**config.mk**
```make
export PLATFORM = sky130hd
export DESIGN_NAME = rs_flag_sched
export DESIGN_NICKNAME = d
export VERILOG_FILES = /design/src/rtl/rs_flag_pkg.sv /design/src/rtl/rr_arb.sv /design/src/rtl/rs_flag_sched.sv
export SDC_FILE = /design/constraint.sdc
export NUM_CORES = 1
export LEC_CHECK = 0
export ABC_AREA = 1
export CAP_MARGIN = 10
export CORE_ASPECT_RATIO = 1.75
export CORE_MARGIN = 3
export CORE_UTILIZATION = 35
export CTS_CLUSTER_DIAMETER = 40
export DETAILED_ROUTE_END_ITERATION = 10
export REMOVE_ABC_BUFFERS = 1
export SLEW_MARGIN = 20
export SYNTH_ARGS = -nofsm -noshare
export SYNTH_HDL_FRONTEND = slang
export SYNTH_SLANG_ARGS = --single-unit
```
**constraint.sdc**
```tcl
create_clock -name clk -period 2.88 [get_ports clk]
set_input_delay 0.432 -clock clk [delete_from_list [all_inputs] [get_ports clk]]
set_output_delay 0.432 -clock clk [all_outputs]
set_load 0.01 [all_outputs]
```
**src/rtl/rs_flag_pkg.sv**
```systemverilog
// Shared definitions for the round-robin set/reset flag scheduler.
// Opcode encoding, opcode type and an index-width helper.
package rs_flag_pkg;

  typedef logic [1:0] flag_op_t;

  localparam flag_op_t OP_NOP = 2'b00;
  localparam flag_op_t OP_SET = 2'b01;
  localparam flag_op_t OP_CLR = 2'b10;
  localparam flag_op_t OP_TAS = 2'b11;

  // Width needed to index n items; never below one bit.
  function automatic int idx_width(input int n);
    return (n > 1) ? $clog2(n) : 1;
  endfunction

endpackage

```
**src/rtl/rr_arb.sv**
```systemverilog
// Combinational round-robin arbiter: first eligible requester at or after
// the pointer, wrapping N-1 -> 0. The pointer register is owned by the caller.
module rr_arb
  import rs_flag_pkg::*;
#(
  parameter int N  = 4,
  parameter int PW = idx_width(N)
) (
  input  logic [N-1:0]  elig,
  input  logic [PW-1:0] ptr,
  output logic [N-1:0]  grant,
  output logic [PW-1:0] gidx,
  output logic          valid
);

  int          pos;
  logic [PW-1:0] cand;

  // Walk outward from the pointer and take the first eligible requester
  always_comb begin
    grant = '0;
    gidx  = '0;
    valid = 1'b0;
    pos   = 0;
    cand  = '0;
    for (int k = 0; k < N; k++) begin
      pos  = (int'(ptr) + k >= N) ? (int'(ptr) + k - N) : (int'(ptr) + k);
      cand = PW'(pos);
      if (!valid && elig[cand]) begin
        valid       = 1'b1;
        grant[cand] = 1'b1;
        gidx        = cand;
      end else begin
        valid = valid;
      end
    end
  end

endmodule

```
**src/rtl/rs_flag_sched.sv**
```systemverilog
// Round-robin scheduler serialising set / clear / test-and-set operations on
// a shared bank of status flags; at most one flag changes per clock.
module rs_flag_sched
  import rs_flag_pkg::*;
#(
  parameter int NREQ  = 4,
  parameter int NFLAG = 8,
  parameter int IDXW  = idx_width(NFLAG)
) (
  input  logic                 clk,
  input  logic                 rst,
  input  logic [NREQ-1:0]      req,
  input  logic [2*NREQ-1:0]    op,
  input  logic [IDXW*NREQ-1:0] idx,
  output logic [NREQ-1:0]      ack,
  output logic                 rdata,
  output logic                 err,
  output logic [NFLAG-1:0]     flag_q,
  output logic [NFLAG-1:0]     flag_qb
);

  localparam int PW = idx_width(NREQ);

  logic [NREQ-1:0]  elig;
  logic [NREQ-1:0]  grant;
  logic [PW-1:0]    ptr;
  logic [PW-1:0]    gidx;
  logic [PW-1:0]    ptr_next;
  logic             valid;
  flag_op_t         gop;
  logic [IDXW-1:0]  gflag;
  logic             in_range;
  logic             cur;
  logic [NFLAG-1:0] flag_next;

  // A requester acked this cycle sits out one arbitration round
  assign elig     = req & ~ack;
  assign flag_qb  = ~flag_q;
  assign in_range = (int'(gflag) < NFLAG);
  assign ptr_next = (gidx == PW'(NREQ - 1)) ? '0 : gidx + PW'(1);

  rr_arb #(
    .N  (NREQ),
    .PW (PW)
  ) u_arb (
    .elig  (elig),
    .ptr   (ptr),
    .grant (grant),
    .gidx  (gidx),
    .valid (valid)
  );

  // Route the winning requester's opcode and flag index
  always_comb begin
    gop   = OP_NOP;
    gflag = '0;
    for (int i = 0; i < NREQ; i++) begin
      gop   = grant[i] ? flag_op_t'(op[2*i +: 2]) : gop;
      gflag = grant[i] ? idx[IDXW*i +: IDXW] : gflag;
    end
  end

  // Sample the target flag and compute its single-bit update
  always_comb begin
    cur       = 1'b0;
    flag_next = flag_q;
    for (int f = 0; f < NFLAG; f++) begin
      if (valid && (gflag == IDXW'(f))) begin
        cur = flag_q[f];
        case (gop)
          OP_SET:  flag_next[f] = 1'b1;
          OP_CLR:  flag_next[f] = 1'b0;
          OP_TAS:  flag_next[f] = flag_q[f] ? flag_q[f] : 1'b1;
          default: flag_next[f] = flag_q[f];
        endcase
      end else begin
        flag_next[f] = flag_q[f];
      end
    end
  end

  // Flag bank, acknowledge/response registers and round-robin pointer
  always_ff @(posedge clk or posedge rst) begin
    if (rst) begin
      flag_q <= '0;
      ack    <= '0;
      rdata  <= 1'b0;
      err    <= 1'b0;
      ptr    <= '0;
    end else begin
      flag_q <= flag_next;
      ack    <= grant;
      if (valid) begin
        rdata <= cur;
        err   <= ~in_range;
        ptr   <= ptr_next;
      end else begin
        err   <= 1'b0;
      end
    end
  end

endmodule

```
## After elaboration in Yosys (flattened, before gate mapping)

Cells that the tools add are included.

| operators by class | value |
|---|---|
| add/sub/neg operators | 8 |
| muxes and demuxes | 50 |
| bitwise operators | 6 |
| equality and inequality tests | 11 |
| $lt $le $gt $ge | 12 |
| reduce and logical (&&, ||, !) cells | 29 |

Operators with widths:

| operator | count |
|---|---|
| $mux W2 | 13 |
| $mux W1 | 20 |
| $mux W4 | 4 |
| $reduce_and A2 Y1 | 8 |
| $logic_and A1 B1 Y1 | 15 |
| $eq A3 B3 Y1 const B | 4 |
| $lt A2 B3 Y1 const B | 4 |
| $mux W3 | 4 |
| $or A4 B4 Y4 | 3 |
| $ge A3 B3 Y1 const B | 3 |
| $bmux W1 S2 | 4 |
| $demux W1 S2 | 4 |
| $ge A2 B1 Y1 const B | 4 |
| $not A8 Y8 | 1 |
| $sub A2 B1 Y2 const B | 4 |
| $add A2 B2 Y3 const B | 2 |
| $eq A2 B2 Y1 const B | 3 |
| $eq A3 B2 Y1 const B | 2 |
| $and A4 B4 Y4 | 1 |
| $not A4 Y4 | 1 |
| $add A2 B1 Y3 const B | 1 |
| $eq A3 B1 Y1 const B | 1 |
| $ge A2 B3 Y1 const B | 1 |
| $logic_not A1 Y1 | 3 |
| other kinds (6) | 6 |

| storage, ports and cells | value |
|---|---|
| logic and storage cells | 127 |
| input bits | 26 |
| register bits after elaboration | 15 |
| output and inout port bits | 22 |

## Depth between registers and ports, before layout

Gate-level depths: netlist of the first run.

| logic depth | value |
|---|---|
| depth in word-level cells | 28 |
| depth in mapped cells | 23 |
| gate-level depth less buffers | 22 |

## By module

A second synthesis of the first run with hierarchy kept.

| second synthesis, totals | value |
|---|---|
| cell total of the unflattened synthesis | 208 |
| area total of the unflattened synthesis | 1,467.7 um^2 |

By module, submodules not included:

| module | area each (um^2) | cells an instance | instances |
|---|---|---|---|
| rs_flag_sched | 1,027.2 | 134 | 1 |
| rr_arb | 440.4 | 74 | 1 |

## Least setup slack after synthesis of the first run

OpenSTA, ideal clock, no wires.

| timing | value |
|---|---|
| path kind | register to register |
| start | register ptr[1] |
| end | register flag_q[1] |
| library setup time | 0.124 ns |
| slack | 0.287 ns |
| required time | 2.756 ns |
| data arrival time | 2.469 ns |
| cell stages (with the launch flop) | 20 |
| cells stage by stage | dfrtp_1 > inv_1 > ha_1 > inv_1 > nand3_1 > nand2_2 > nand2_4 > nor2_8 > nand2_4 > o21ai_4 > buf_8 > nor2_1 > nand2_2 > nand2_4 > nor2_4 > inv_2 > nor2_1 > inv_1 > o21ai_1 > o21ai_1 |

| between the ends | value |
|---|---|
| elaborated cells on any way between the ends | 77 |

RTL lines:

| item | RTL line | text |
|---|---|---|
| start: declaration | rs_flag_sched.sv:26 | `logic [PW-1:0] ptr;` |
| start signal: assignment | rs_flag_sched.sv:96 | `ptr <= ptr_next;` |
| branches (longest 13 deep; another with $add A2 B1 Y3) | - |  |
| $mux W4 (*) | rr_arb.sv:29 | `if (!valid && elig[cand]) begin` |
| net grant[3] | rs_flag_sched.sv:25 | `logic [NREQ-1:0] grant;` |
| $mux W2 | rs_flag_sched.sv:58 | `gop = grant[i] ? flag_op_t'(op[2*i +: 2]) : gop;` |
| $eq A2 B2 Y1 / $eq A2 B1 Y1 (equally long branches) | rs_flag_sched.sv:70 | `case (gop)` |
| $reduce_or A2 Y1 (no line) | - |  |
| $reduce_bool A2 Y1 (no line) | - |  |
| $reduce_and A2 Y1 (no line) | - |  |
| end signal: assignment | rs_flag_sched.sv:91 | `flag_q <= flag_next;` |
| end: declaration | rs_flag_sched.sv:18 | `output logic [NFLAG-1:0] flag_q,` |

Mark *: on every way through the listed nets, which the timed path passes. The select of a mux whose other input is x is not followed.
A chain may end at the register's enable or synchronous reset.

## Final worst setup path of the first run

| timing | value |
|---|---|
| start | input req[3] |
| end | register rdata |

| between the ends | value |
|---|---|
| elaborated cells on any way between the ends | 54 |

RTL lines:

| item | RTL line | text |
|---|---|---|
| start: declaration | rs_flag_sched.sv:12 | `input logic [NREQ-1:0] req,` |
| $and A4 B4 Y4 (*) | rs_flag_sched.sv:37 | `assign elig = req & ~ack;` |
| $bmux W1 S2 | rr_arb.sv:29 |  |
| $mux W1 (implied by the code) | rr_arb.sv:29 |  |
| $mux W1 | rr_arb.sv:29 |  |
| $logic_not A1 Y1 | rr_arb.sv:29 |  |
| $logic_and A1 B1 Y1 | rr_arb.sv:29 |  |
| $mux W1 | rr_arb.sv:29 |  |
| $logic_not A1 Y1 | rr_arb.sv:29 |  |
| [3 not listed] | - |  |
| $logic_and A1 B1 Y1 | rr_arb.sv:29 |  |
| $mux W4 (*) | rr_arb.sv:29 |  |
| net grant[1] | rs_flag_sched.sv:25 |  |
| $mux W3 (*) (3 in a row) | rs_flag_sched.sv:59 | `gflag = grant[i] ? idx[IDXW*i +: IDXW] : gflag;` |
| $logic_not A3 Y1 | rs_flag_sched.sv:68 | `if (valid && (gflag == IDXW'(f))) begin` |
| $logic_and A1 B1 Y1 | rs_flag_sched.sv:68 |  |
| $mux W1 (7 in a row) | rs_flag_sched.sv:68 |  |
| $mux W1 (*) | rs_flag_sched.sv:68 |  |
| end signal: assignment | rs_flag_sched.sv:94 | `rdata <= cur;` |
| end: declaration | rs_flag_sched.sv:16 | `output logic rdata,` |

The timed path passes the listed nets; every way through them passes the cells marked *. The select of a mux whose other input is x is not followed.

==> results by group, run 1 <==
Outcome
  – Status: finished clean

GRT
  – Number of global-route vias before repair: ~1600
  – Largest net degree at the start of global routing: 16
  – Initial antenna violation count: 0
  – Tot GR Track Use: between 15 and 20%
  – Overflow left after global routing: 0
  – First-pass GRT wire length: between 6 and 7 mm

Floorplan
  – Rows: 31
  – Initial Utilization: approximately 37%
  – Die area: around 5300 sq um
  – Area of the core: between 4000 and 5000 sq um
  – Ports: 48
  – Die Wd: about 56 um
  – Die Ht: between 90 and 100 um

Route
  – DR vias/cell: between 4 and 5
  – Routed wire per std cell: between 10 and 15 um
  – 1st-iter DRT viols: 52
  – Via count: 1529
  – First-pass iteration count of the detailed router: 4
  – Post-route ant nets: 0
  – DRC: 0
  – Final wirelength: approximately 4.4 mm

Synthesis
  – Synth Area per Inst: 7.285 sq um
  – Synth Register Bits: 15
  – Cell variety after synth: 31
  – Top cell type's share of synthesized area: between 20% and 30%
  – Mapped Cells: between 200 and 250
  – Cell type with the largest total area after synthesis: dfrtp_1
  – Share of the yosys chip area belonging to registers: between 20% and 30%
  – Synth warn: 0
  – Synth Cell Area: 1559 sq um
  – Top post-synthesis cells by area: dfrtp_1 24%, nand2_1 12%, nand3_1 6.7%, inv_1 6.3%, ha_1 5.6%

Setup path
  – Worst-path maximum fanout: 8
  – WP data required: between 3 and 4 ns
  – Most used cell, CP: nand2_1
  – CP Capture Type: flip-flop
  – CP Data Arrival Time: around 2.8 ns
  – Critical path class: input port to flip-flop
  – Max incr delay on CP: 0.48 ns
  – Critical path's slowest cell: clkdlybuf4s50_1
  – Cell family with most CP delay: simple AND/OR/NAND/NOR gates
  – Buffers & Inverters on Critical Path: 2
  – Startpoint Class: input port
  – Sequence of cells on the critical path: clkdlybuf4s50_1 -> nand3_1 -> nand2_1 -> nand2_1 -> nand2_4 -> nand3_4 -> nor2_1 -> nor2_2 -> nand2_4 -> inv_2 -> nand3_1 -> nand2_1 -> a21oi_4 -> nand3_1 -> nor2_1 -> nor2_1 -> nand4_1 -> nand2_1 -> nand2_1

CTS
  – Clock root cell: clkbuf_8
  – Max clock buf depth: 2
  – TritonCTS clock tree: yes
  – Clk sink count: 15
  – Hold_buf cts: 0
  – H-tree depth reported by CTS: 1
  – Clk_lat worst skew: between 0.2 and 0.3 ns
  – Total CTS buffers: 3
  – Clk pin slew, worst setup/hold paths: approximately 0.07 ns

Cells and area
  – Area Overhead vs Synth: 41.97%
  – Register area: around 380 sq um
  – ANT cells: 0
  – Fin cells: ~320
  – Net count, final: 307
  – Area of the multi-input gates: between 1000 and 1500 sq um
  – Post-Layout Inst Area: about 2200 sq um
  – Ratio of cells with drive above 1 in the final layout: 22.71%
  – Fill count: between 400 and 500

Placement
  – Inst Count DP: 315
  – GPL Wtd Cong: roughly 0.9
  – Post-DP Area: 2115 sq um
  – Port bufs: 46
  – Final HPWL DP: roughly 3.7 mm

Timing
  – Final hold vios: 0
  – Fmax: just under 400 MHz
  – Max-slew violations: 0
  – Worst slew pin tran: just over 0.6 ns
  – Setup TNS: 0 ns
  – Period utilization: about nine tenths
  – Clk_skew: 0.001773 ns
  – RSZ-0062 raised after global routing: no
  – Final min period: around 2.6 ns
  – Final setup violation count: 0
  – Relative slew slack: between 50% and 60%

Min path
  – Min-delay worst type: flip-flop to flip-flop

Run
  – Max Cap Violations: 0
through the flow:
step           utilization [%]  setup slack [ns]  hold slack [ns]
2_1_floorplan                -            0.1120           0.3335
3_3_place_gp             50.01         -0.004214           0.4917
3_5_place_dp             50.01          0.008089           0.4827
4_1_cts                  51.11           0.09220           0.5016
5_1_grt                  52.35           0.04007           0.5246
6_report                 52.35            0.2790           0.4909
flip-flops by register name, indices dropped and copies added (netlist names), named ones only:
signal,flops
ptr,1
ack,4
flag_q,8
rdata,1
final cells by class:
class,instances,share of cell area (%)
repair buffers,58,25.44
flip-flops and latches,15,16.96
clock inverters,1,0.2261
clock buffers,3,1.865
multi-input cells,164,47.09
well taps,49,2.770
inverters,32,5.653
final timing paths:
check | startpoint | to | slack, ns | depth (start not counted)
max | req[3] | rdata | 0.28 | 19
min | rdata | rdata | 0.49 | 2
max reg2reg | ptr[1] | flag_q[1] | 0.29 | 21
min reg2reg | rdata | rdata | 0.49 | 2
max in group asynchronous | rst | ack[2] | 1.94 | 2
min in group asynchronous | rst | asynchronous set/reset pin | 0.54 | 2
worst reg2reg max path, delay by kind of cell, from the launching register on:
family	cells	cell delay, ns
AND/OR/NAND/NOR	12	1.15
buffers and inverters	6	0.50
flip-flops	1	0.37
adder cells (fa/ha/maj)	1	0.23
AO/OA/AOI/OAI	2	0.20
repair_timing:
item                       CTS  global route
setup endpoints to repair    0             8
buffers inserted             0             3
gates resized for setup      0             5
cell families after synthesis:
| logic type | after synthesis | share of synthesized area, % |
|---|---|---|
| adders and majority gates | 7 | 5.618 |
| buffers and inverters | 35 | 10.03 |
| DFF | 15 | 24.08 |
| xor gates and xnor gates | 1 | 0.5619 |
| and+or+nand+nor | 123 | 44.86 |
| other | 1 | 0.2405 |
| AOI/OAI and AO/OA | 32 | 14.61 |
cells in the mapped netlist (all sizes together):
master	instances
xor2	1
o21ai	18
a22oi	1
conb	1
nor2	26
nand3	28
nand4	2
o211ai	1
nor3	4
buf	3
ha	7
nand2	63
a21oi	12
dfrtp	15
inv	32
cells in the final DEF (no fill, tap or decap), types with 9 or more instances in the layout:
| cell type | instances |
|---|---|
| dfrtp_1 | 15 |
| nand3_1 | 21 |
| a21oi_1 | 9 |
| clkdlybuf4s50_1 | 46 |
| o21ai_0 | 9 |
| inv_1 | 25 |
| buf_4 | 11 |
| nor2_1 | 16 |
| nand2_1 | 48 |
layer usage:
layer	track usage, %	vias up	routed length, um
met5	0	-	0
met4	6.535	0	119
met3	2.063	7	128
met2	33.88	30	2610
met1	16.46	691	1578
li1	-	801	-
Power of run 1 is not shown: default switching activity piles up to over one toggle a cycle in this logic, so the estimate is an artifact.
==> run 2: changes to the inputs <==
--- a/config.mk
+++ b/config.mk
@@ -12,6 +12,7 @@
 export CORE_UTILIZATION = 35
 export CTS_CLUSTER_DIAMETER = 40
 export DETAILED_ROUTE_END_ITERATION = 10
+export PLACE_DENSITY = 0.71
 export REMOVE_ABC_BUFFERS = 1
 export SLEW_MARGIN = 20
 export SYNTH_ARGS = -nofsm -noshare
==> run 2 against run 1 <==
  * Sequential share of layout area grew 0.21 points
  * Core utilization fell by 0.65 points
  * Die area did not move
  * Non-clock buffer count down 5
  * Clock-buffer cell count unchanged
  * First-iteration DRC count decreased by 56%
  * Register-to-register slack better by 0.03 ns
  * Final cell count fell by 1.6%
  * Global-route usage down 0.26 points
  * Hold slack better by 0.039 ns
  * Critical endpoint unchanged
  * Largest cell class unchanged
==> results by group, run 2 (synthesized netlist as in run 1, its figures left out) <==
Cells and area
  – ANT cells: 0
  – Fin cells: roughly 320
  – Ratio of cells with drive above 1 in the final layout: between 20 and 25%
  – Regs by FF count: flag_q: 8 flops, ack: 4 flops
  – Post-Layout Inst Area: ~2200 sq um
  – Max reg flops: 8
  – Top reg by flops: flag_q
  – Net count, final: between 300 and 400
  – Most frequent cells in the layout: 47 x nand2_1, 46 x clkdlybuf4s50_1, 25 x inv_1
  – Commonest non-fill, non-tap cell in the layout: nand2_1
  – Area Overhead vs Synth: 40.21%

Timing
  – Period utilization: about nine tenths
  – Final min period: 2.557 ns
  – Max-slew violations: 0
  – Worst slew pin tran: 0.6213 ns
  – Fmax: just under 400 MHz
  – Relative slew slack: approximately 59%
  – Final hold vios: 0
  – Fin Hold WS: about 0.53 ns
  – Final setup violation count: 0
  – Setup TNS: 0 ns
  – RSZ-0062 raised after global routing: no
  – Clk_skew: roughly 0.0024 ns

Setup path
  – Max incr delay on CP: between 0.4 and 0.5 ns
  – Worst-path maximum fanout: 10
  – Critical path's slowest cell: dfrtp_1
  – Register-to-Register Path Depth: 17
  – CP Capture Type: flip-flop
  – CP Data Arrival Time: 2.70 ns
  – Reg-to-reg endpoint: rdata
  – Most used cell, CP: nand2_1
  – Worst reg2reg setup slack: roughly 0.32 ns
  – Sequence of cells on the critical path: buf_4 -> nand3_1 -> nand3_2 -> nand2_4 -> inv_2 -> nand2_1 -> nand2_1 -> nor2_4 -> nand2_8 -> a21oi_1 -> nand2_2 -> a21oi_4 -> nor2_1 -> a21oi_1 -> nand4_1 -> nand2_1 -> nand2_1
  – Critical path class: flip-flop to flip-flop
  – Startpoint Class: flip-flop
  – Crit path to: rdata
  – WP data required: between 3 and 4 ns

Floorplan
  – Die Ht: about 94 um
  – Die Wd: between 50 and 60 um
  – Rows: 31
  – Initial Utilization: between 30% and 40%
  – Area of the core: roughly 4200 sq um
  – Ports: 48
  – Die area: 5323 sq um

CTS
  – Clock root cell: clkbuf_8
  – Clk_lat worst skew: between 0.2 and 0.3 ns
  – Max clock buf depth: 2
  – Setup bufs post-CTS: 0
  – Post-CTS sizing: 0
  – TritonCTS clock tree: yes
  – Clk pin slew, worst setup/hold paths: ~0.07 ns
  – Clk sink count: 15
  – Hold_buf cts: 0
  – H-tree depth reported by CTS: 1
  – Total CTS buffers: 3

Min path
  – Min-delay worst type: flip-flop to flip-flop

Route
  – DR vias/cell: 4.918
  – Post-route ant nets: 0
  – Via count: ~1600
  – DRC: 0
  – Routed wire per std cell: between 10 and 15 um
  – Final wirelength: about 4.2 mm
  – First-pass iteration count of the detailed router: 4
  – 1st-iter DRT viols: 23

Outcome
  – Status: finished clean

GRT
  – Largest net degree at the start of global routing: 16
  – Initial antenna violation count: 0
  – Number of global-route vias before repair: 1626
  – First-pass GRT wire length: just over 7 mm
  – Overflow left after global routing: 0
  – Tot GR Track Use: roughly 16%

Placement
  – Post-DP Area: about 2100 sq um
  – Port bufs: 46
  – Inst Count DP: around 310
  – GPL Wtd Cong: about 0.87
  – Final HPWL DP: ~3.4 mm

Run
  – Max Cap Violations: 0
run 2: critical path: cells and delay by family (launching register included):
kind                   cells  cell delay (ns)
and+or+nand+nor           12             1.23
AOI/OAI and AO/OA          3             0.54
DFF                        1             0.41
buffers and inverters      2             0.26
run 2: worst min path at each step:
stage	startpoint	endpoint	slack, ns	cells after the start
6_report	rdata	rdata	0.53	2
5_1_grt	rdata	rdata	0.54	2
4_1_cts	rdata	rdata	0.52	2
3_5_place_dp	rdata	rdata	0.48	2
3_3_place_gp	rdata	rdata	0.49	2
2_1_floorplan	rst	asynchronous set/reset pin	0.33	1
run 2: final cells by class:
| class | count | area, sq um |
|---|---|---|
| sequential | 15 | 375.4 |
| fill | 408 | 2042 |
| clock inverter | 1 | 7.507 |
| inverter | 32 | 122.6 |
| multi-input combinational | 164 | 1052 |
| clock buffer | 3 | 41.29 |
| tap | 49 | 61.31 |
| timing repair buffer | 53 | 525.5 |
run 2: layer usage:
metal  wire, um  vias to the layer above  track usage [%]  share of wire, %
met1       1519                      718            16.26                36
met4         75                        0            4.356               1.8
met3        150                        8            1.788               3.6
li1           -                      790                -                 -
met2       2440                       43            34.46                58
met5          0                        -                0                 0
run 2: stage by stage:
| step | setup WS [ns] | utilization [%] |
|---|---|---|
| 2_1_floorplan | 0.1120 | - |
| 3_3_place_gp | 0.06753 | 49.96 |
| 3_5_place_dp | 0.05852 | 49.96 |
| 4_1_cts | 0.1798 | 51.11 |
| 5_1_grt | 0.04285 | 51.70 |
| 6_report | 0.3229 | 51.70 |
Power of run 2 is left out for the same reason.
==> run 3: changes to the inputs <==
--- a/config.mk
+++ b/config.mk
@@ -6,7 +6,6 @@
 export NUM_CORES = 1
 export LEC_CHECK = 0
 export ABC_AREA = 1
-export CAP_MARGIN = 10
 export CORE_ASPECT_RATIO = 1.75
 export CORE_MARGIN = 3
 export CORE_UTILIZATION = 35
@@ -18,3 +17,4 @@
 export SYNTH_ARGS = -nofsm -noshare
 export SYNTH_HDL_FRONTEND = slang
 export SYNTH_SLANG_ARGS = --single-unit
+export TNS_END_PERCENT = 100
==> results of run 3 <==
No change in the layout: final DEF, timing and power equal those of run 2.
Power of run 3 is left out for the same reason.
